### src/rtl/rf_wport_arbiter_pkg.sv
// rtl/rf_wport_arbiter_pkg.sv - shared constants and types for the register-file write-port arbiter
// Purpose: register-file geometry, the writeback request record and the grant encoding.
package rf_wport_arbiter_pkg;

  localparam int DATA_W   = 16;
  localparam int NUM_REGS = 8;
  localparam int IDX_W    = 3;

  // One writeback request as presented by a requester.
  typedef struct packed {
    logic              valid;
    logic [IDX_W-1:0]  idx;
    logic [DATA_W-1:0] data;
  } wreq_t;

  // Which requester a grant refers to; also the encoding of last_grant.
  typedef enum logic {
    GRANT_REQ0 = 1'b0,
    GRANT_REQ1 = 1'b1
  } grant_e;

endpackage

### src/rtl/rf_wport_arbiter_if.sv
// rtl/rf_wport_arbiter_if.sv - write-port bundle between the writeback requesters and the arbiter
// Purpose: groups both requester handshakes, the stall input and the commit/pending outputs.
// Ports (slave = arbiter side):
//   req0_valid/idx/data in, req0_ready out   ALU/execute writeback
//   req1_valid/idx/data in, req1_ready out   memory/multi-cycle writeback
//   wr_stall in                              register file cannot commit this cycle
//   wr_en/wr_data out                        one-hot register enable and shared data
//   pend_valid/pend_idx out                  uncommitted write, for decode hazard checks
interface rf_wport_arbiter_if;
  import rf_wport_arbiter_pkg::*;

  logic                req0_valid;
  logic [IDX_W-1:0]    req0_idx;
  logic [DATA_W-1:0]   req0_data;
  logic                req0_ready;
  logic                req1_valid;
  logic [IDX_W-1:0]    req1_idx;
  logic [DATA_W-1:0]   req1_data;
  logic                req1_ready;
  logic                wr_stall;
  logic [NUM_REGS-1:0] wr_en;
  logic [DATA_W-1:0]   wr_data;
  logic                pend_valid;
  logic [IDX_W-1:0]    pend_idx;

  modport master (
    output req0_valid, req0_idx, req0_data,
    input  req0_ready,
    output req1_valid, req1_idx, req1_data,
    input  req1_ready,
    output wr_stall,
    input  wr_en, wr_data, pend_valid, pend_idx
  );

  modport slave (
    input  req0_valid, req0_idx, req0_data,
    output req0_ready,
    input  req1_valid, req1_idx, req1_data,
    output req1_ready,
    input  wr_stall,
    output wr_en, wr_data, pend_valid, pend_idx
  );

endinterface

### src/rtl/rf_idx_decoder.sv
// rtl/rf_idx_decoder.sv - enable-gated register index to one-hot decoder
// Purpose: turns a register index into a one-hot select; all-zero when en is low.
// Ports: en (decode enable), idx (register index), onehot (NUM_REGS-wide select).
module rf_idx_decoder #(
  parameter int IDX_W    = rf_wport_arbiter_pkg::IDX_W,
  parameter int NUM_REGS = rf_wport_arbiter_pkg::NUM_REGS
) (
  input  logic                en,
  input  logic [IDX_W-1:0]    idx,
  output logic [NUM_REGS-1:0] onehot
);

  // NUM_REGS == 2**IDX_W, so every idx selects a real register and the
  // result is never multi-hot.
  always_comb begin
    onehot = '0;
    if (en) begin
      onehot[idx] = 1'b1;
    end
  end

endmodule

### src/rtl/rf_wport_arbiter.sv
// rtl/rf_wport_arbiter.sv - round-robin arbiter sharing the register-file write port
// Purpose: picks one of two writeback requesters each cycle, registers the winner in a
//   one-entry output stage and commits it to the register file unless stalled.
// Ports:
//   clk  system clock
//   rst  asynchronous active-high reset
//   wp   write-port bundle (slave side): requester handshakes in/out, wr_stall in,
//        wr_en/wr_data commit and pend_valid/pend_idx hazard outputs
module rf_wport_arbiter
  import rf_wport_arbiter_pkg::*;
(
  input  logic              clk,
  input  logic              rst,
  rf_wport_arbiter_if.slave wp
);

  wreq_t               req0;
  wreq_t               req1;
  grant_e              grant;
  logic                any_valid;
  logic                can_load;
  logic                commit;
  logic                xfer;
  logic [IDX_W-1:0]    win_idx;
  logic [DATA_W-1:0]   win_data;
  logic [NUM_REGS-1:0] wr_en_dec;

  logic                out_valid_d, out_valid_q;
  logic [IDX_W-1:0]    out_idx_d,   out_idx_q;
  logic [DATA_W-1:0]   out_data_d,  out_data_q;
  grant_e              last_grant_d, last_grant_q;

  always_comb begin
    req0 = '{valid: wp.req0_valid, idx: wp.req0_idx, data: wp.req0_data};
    req1 = '{valid: wp.req1_valid, idx: wp.req1_idx, data: wp.req1_data};

    commit    = out_valid_q & ~wp.wr_stall;
    // The stage may refill in the same cycle its current entry commits.
    can_load  = ~out_valid_q | ~wp.wr_stall;
    any_valid = req0.valid | req1.valid;

    if (req0.valid && req1.valid) begin
      grant = (last_grant_q == GRANT_REQ0) ? GRANT_REQ1 : GRANT_REQ0;
    end else if (req1.valid) begin
      grant = GRANT_REQ1;
    end else begin
      grant = GRANT_REQ0;
    end

    win_idx  = (grant == GRANT_REQ1) ? req1.idx  : req0.idx;
    win_data = (grant == GRANT_REQ1) ? req1.data : req0.data;

    // Nothing is acknowledged while reset holds the stage empty.
    xfer = can_load & any_valid & ~rst;

    out_valid_d  = out_valid_q;
    out_idx_d    = out_idx_q;
    out_data_d   = out_data_q;
    last_grant_d = last_grant_q;
    if (xfer) begin
      out_valid_d  = 1'b1;
      out_idx_d    = win_idx;
      out_data_d   = win_data;
      last_grant_d = grant;
    end else if (commit) begin
      out_valid_d  = 1'b0;
    end
  end

  always_ff @(posedge clk or posedge rst) begin
    if (rst) begin
      out_valid_q  <= 1'b0;
      out_idx_q    <= '0;
      out_data_q   <= '0;
      // Requester 0 wins the first contention after reset.
      last_grant_q <= GRANT_REQ1;
    end else begin
      out_valid_q  <= out_valid_d;
      out_idx_q    <= out_idx_d;
      out_data_q   <= out_data_d;
      last_grant_q <= last_grant_d;
    end
  end

  rf_idx_decoder #(
    .IDX_W    (IDX_W),
    .NUM_REGS (NUM_REGS)
  ) u_wr_dec (
    .en     (commit),
    .idx    (out_idx_q),
    .onehot (wr_en_dec)
  );

  assign wp.req0_ready = xfer & (grant == GRANT_REQ0);
  assign wp.req1_ready = xfer & (grant == GRANT_REQ1);
  assign wp.wr_en      = wr_en_dec;
  assign wp.wr_data    = out_data_q;
  assign wp.pend_valid = out_valid_q;
  assign wp.pend_idx   = out_idx_q;

endmodule

### src/flat_wrapper.sv
// flat-port wrapper written by rule: the top's interface ports become plain ports
module rf_wport_arbiter_flat import rf_wport_arbiter_pkg::*;
  (clk, rst, wp_req0_valid, wp_req0_idx, wp_req0_data, wp_req0_ready, wp_req1_valid, wp_req1_idx, wp_req1_data, wp_req1_ready, wp_wr_stall, wp_wr_en, wp_wr_data, wp_pend_valid, wp_pend_idx);
  rf_wport_arbiter_if wp_i ();
  input  logic clk;
  input  logic rst;
  input wire logic [$bits(wp_i.req0_valid)-1:0] wp_req0_valid;
  input wire logic [$bits(wp_i.req0_idx)-1:0] wp_req0_idx;
  input wire logic [$bits(wp_i.req0_data)-1:0] wp_req0_data;
  output wire logic [$bits(wp_i.req0_ready)-1:0] wp_req0_ready;
  input wire logic [$bits(wp_i.req1_valid)-1:0] wp_req1_valid;
  input wire logic [$bits(wp_i.req1_idx)-1:0] wp_req1_idx;
  input wire logic [$bits(wp_i.req1_data)-1:0] wp_req1_data;
  output wire logic [$bits(wp_i.req1_ready)-1:0] wp_req1_ready;
  input wire logic [$bits(wp_i.wr_stall)-1:0] wp_wr_stall;
  output wire logic [$bits(wp_i.wr_en)-1:0] wp_wr_en;
  output wire logic [$bits(wp_i.wr_data)-1:0] wp_wr_data;
  output wire logic [$bits(wp_i.pend_valid)-1:0] wp_pend_valid;
  output wire logic [$bits(wp_i.pend_idx)-1:0] wp_pend_idx;
  assign wp_i.req0_valid = wp_req0_valid;
  assign wp_i.req0_idx = wp_req0_idx;
  assign wp_i.req0_data = wp_req0_data;
  assign wp_req0_ready = wp_i.req0_ready;
  assign wp_i.req1_valid = wp_req1_valid;
  assign wp_i.req1_idx = wp_req1_idx;
  assign wp_i.req1_data = wp_req1_data;
  assign wp_req1_ready = wp_i.req1_ready;
  assign wp_i.wr_stall = wp_wr_stall;
  assign wp_wr_en = wp_i.wr_en;
  assign wp_wr_data = wp_i.wr_data;
  assign wp_pend_valid = wp_i.pend_valid;
  assign wp_pend_idx = wp_i.pend_idx;
  rf_wport_arbiter u_core (.clk(clk), .rst(rst), .wp(wp_i));
endmodule
### config.mk
export PLATFORM = sky130hd
export DESIGN_NAME = rf_wport_arbiter_flat
export DESIGN_NICKNAME = d
export VERILOG_FILES = /design/src/rtl/rf_wport_arbiter_pkg.sv /design/src/rtl/rf_wport_arbiter_if.sv /design/src/rtl/rf_idx_decoder.sv /design/src/rtl/rf_wport_arbiter.sv /design/src/flat_wrapper.sv
export SDC_FILE = /design/constraint.sdc
export NUM_CORES = 1
export LEC_CHECK = 0
export ABC_AREA = 1
export CAP_MARGIN = 20
export CELL_PAD_IN_SITES_DETAIL_PLACEMENT = 1
export CELL_PAD_IN_SITES_GLOBAL_PLACEMENT = 2
export CORE_MARGIN = 5
export CORE_UTILIZATION = 19
export DETAILED_ROUTE_END_ITERATION = 10
export GPL_TIMING_DRIVEN = 0
export HOLD_SLACK_MARGIN = 0.1
export PLACE_DENSITY_LB_ADDON = 0.1
export SYNTH_ARGS = -nofsm -noshare
export SYNTH_HDL_FRONTEND = slang
export SYNTH_SLANG_ARGS = --single-unit
### constraint.sdc
create_clock -name clk -period 2.11 [get_ports clk]
set_input_delay 0.422 -clock clk [delete_from_list [all_inputs] [get_ports clk]]
set_output_delay 0.422 -clock clk [all_outputs]
set_load 0.005 [all_outputs]
==> impl_metrics.ini <==
[clock_tree]
cts_tree = built
numClockSinks = 21
cts.clk_slew.worst_paths_ps = 80
cts_hold_buf = 0
cts_root_buf = clkbuf_8
cts_buffer_depth = 2
numCtsBuffers = 3
insertion_delay_ps = 260
htreeDepth = 1

[worst_setup_path]
max_stage_delay_ps = 250
cp.arrival_ps = 1590
crit_slowest_cell = clkdlybuf4s15_1
worstSetupStartpoint = rst
r2r-start = u_core.last_grant_q
ff2ff_path_depth = 6
start_kind = primary input
worstPathCellList = clkdlybuf4s15_1, clkinvlp_4, buf_4, nand3_2, buf_6, a21oi_1, dlygate4sd2_1
crit_required_ps = 1690
crit_path_end_kind = output port
cp_max_fo = 10
r2r_setup_slack_ps = 830
critPathKind = in2out
timing.rr.end = u_core.wp.wr_data[5]

[final_layout]
final_cell_mix = nand2_1, clkdlybuf4s50_1, inv_1
layout_commonest_cell = nand2_1
layout.area.seq_um2 = 527
layout.cells.non_filler = 336
drive_gt1_share_pct = 10.4
multi_input_area_um2 = 599
fin_nets = 303
syn_to_final_growth_pct = 71.8
diodes = 0
n_fill_cell = 788
postLayoutCoreUtil_pct = 33.8

[synth]
syn_area_mm2 = 0.00126
synthesis.nets = 222
synth_top_area_share_pct = 39.6
synth-seq-cells = 21
synth_seq_area_share_pct = 41.7
synth_top_cell_by_area = dfrtp_1
syn_inst = 179
netlist-cell-type-count = 15
synth_area_leaders = dfrtp_1, nand2_1, nand3b_1
syn_avg_cell_area_um2 = 7.05
synth-warning-count = 0

[timing]
fmax_ghz = 0.498
min_period_ps = 2010
fin_skew_ps = 3.26
setup_tns_ps = 0
whs_ps = 394
final_max_slew_viol_count = 0
fin_crit_sh_pct = 95.2
tightest_slew_ps = 596
finalSetupViolations = 0
hold_viol_final = 0
maxSlewHeadroom_pct = 60.1

[grt]
overflow = 0
grt_max_degree = 12
grt_pass1_wl_um = 7550
grt_use_total_pct = 11.5
antenna_found_initial = 0
grt_pass1_vias = 1430

[detailed_routing]
vias = 1388
first_iter_violations = 15
dr.pass1.iters = 3
met1_length_um = 1980
top_layer = met4
antenna_left = 0
routed_wl_um = 4660
vias_per_cell = 4.13
wl_met3_um = 358
wire_per_inst_um = 13.9
wl_met2_um = 2300
drc = 0

[place]
port_buffers = 72
dp_hpwl_um = 3320
dp_cells = 328
gp_congestion = 0.727

[floorplanning]
die_h_um = 91.5
ios = 73
core_mm2 = 0.00642
dieArea_mm2 = 0.00838
die_w_um = 91.5
num_rows = 29
start_util_pct = 19.7

[pwr]
ir_drop_uv = 162
powerDensity_mw_per_mm2 = 600
p_leak_nw = 1.06

[run]
cap_violations = 0

[hold_path]
min_path_type = in2async

[outcome]
status = finished clean
==> layer usage <==
layer	GRT usage [%]	up-vias
met1	14.1	638
met3	4.13	2
met4	1.88	0
met5	0	-
met2	19.7	43
li1	-	705
==> registers in the layout, indices dropped and copies added, names as in the netlist <==
| name | flops |
|---|---|
| u_core.last_grant_q | 1 |
| u_core.wp.pend_valid | 1 |
| u_core.wp.pend_idx | 3 |
| u_core.wp.wr_data | 16 |
==> Yosys cell counts <==
cell / count
a21oi_1: 1
buf_2: 8
buf_6: 1
dfrtp_1: 20
dfstp_2: 1
inv_1: 26
nand2_1: 69
nand2_2: 1
nand3_1: 19
nand3_2: 1
nand3b_1: 19
nor2_1: 10
nor2_2: 1
nor2_8: 1
o21ai_0: 1
==> cell families after synthesis <==
group	after synthesis	synth area share (%)
and+or+nand+nor	121	45.7
buffers and inverters	35	11.8
DFF	21	41.7
AOI/OAI and AO/OA	2	0.792
==> power by group <==
part           switching [mW]  internal, mW
sequential             0.0541         0.482
combinational           0.210         0.287
clock                   0.135         0.135
==> worst max path at each step <==
stage | endpoint | slack [ps]
final | wp_req0_ready | 100
after global routing | wp_wr_en[6] | -8
after CTS | wp_req0_ready | 40
after detailed placement | wp_req0_ready | -1110
after global placement | wp_req0_ready | -1100
after floorplan | wp_req0_ready | 230
==> layout make-up <==
type,count,area share [%]
multi-input cells,123,27.6
clock buffers,4,2.08
plain buffers,9,2.77
repair inverters,1,0.231
well taps,77,4.44
repair buffers,75,33.9
inverters,26,4.67
flip-flops and latches,21,24.3
==> worst max-delay path: cells and delay by family <==
family / cells / cell delay (ps)
AND/OR/NAND/NOR: 1 / 120
buffers and inverters: 5 / 900
AO/OA/AOI/OAI: 1 / 130
==> stage by stage <==
step	cell area, µm²	setup WS [ps]	power (mW)
after detailed placement	2080	-1110	1.04
after global placement	2080	-1100	1.04
final	2170	101	1.30
after floorplan	1260	225	0.729
after global routing	2170	-8.24	1.41
after CTS	2160	35.9	1.33
==> repair_timing <==
item,in CTS,in global routing
cloned,1,0
setup buffers,3,0
setup endpoints to repair,20,3
pin swaps,3,0
resized for setup,14,4
No activity file was read; power rests on OpenSTA's default activity.
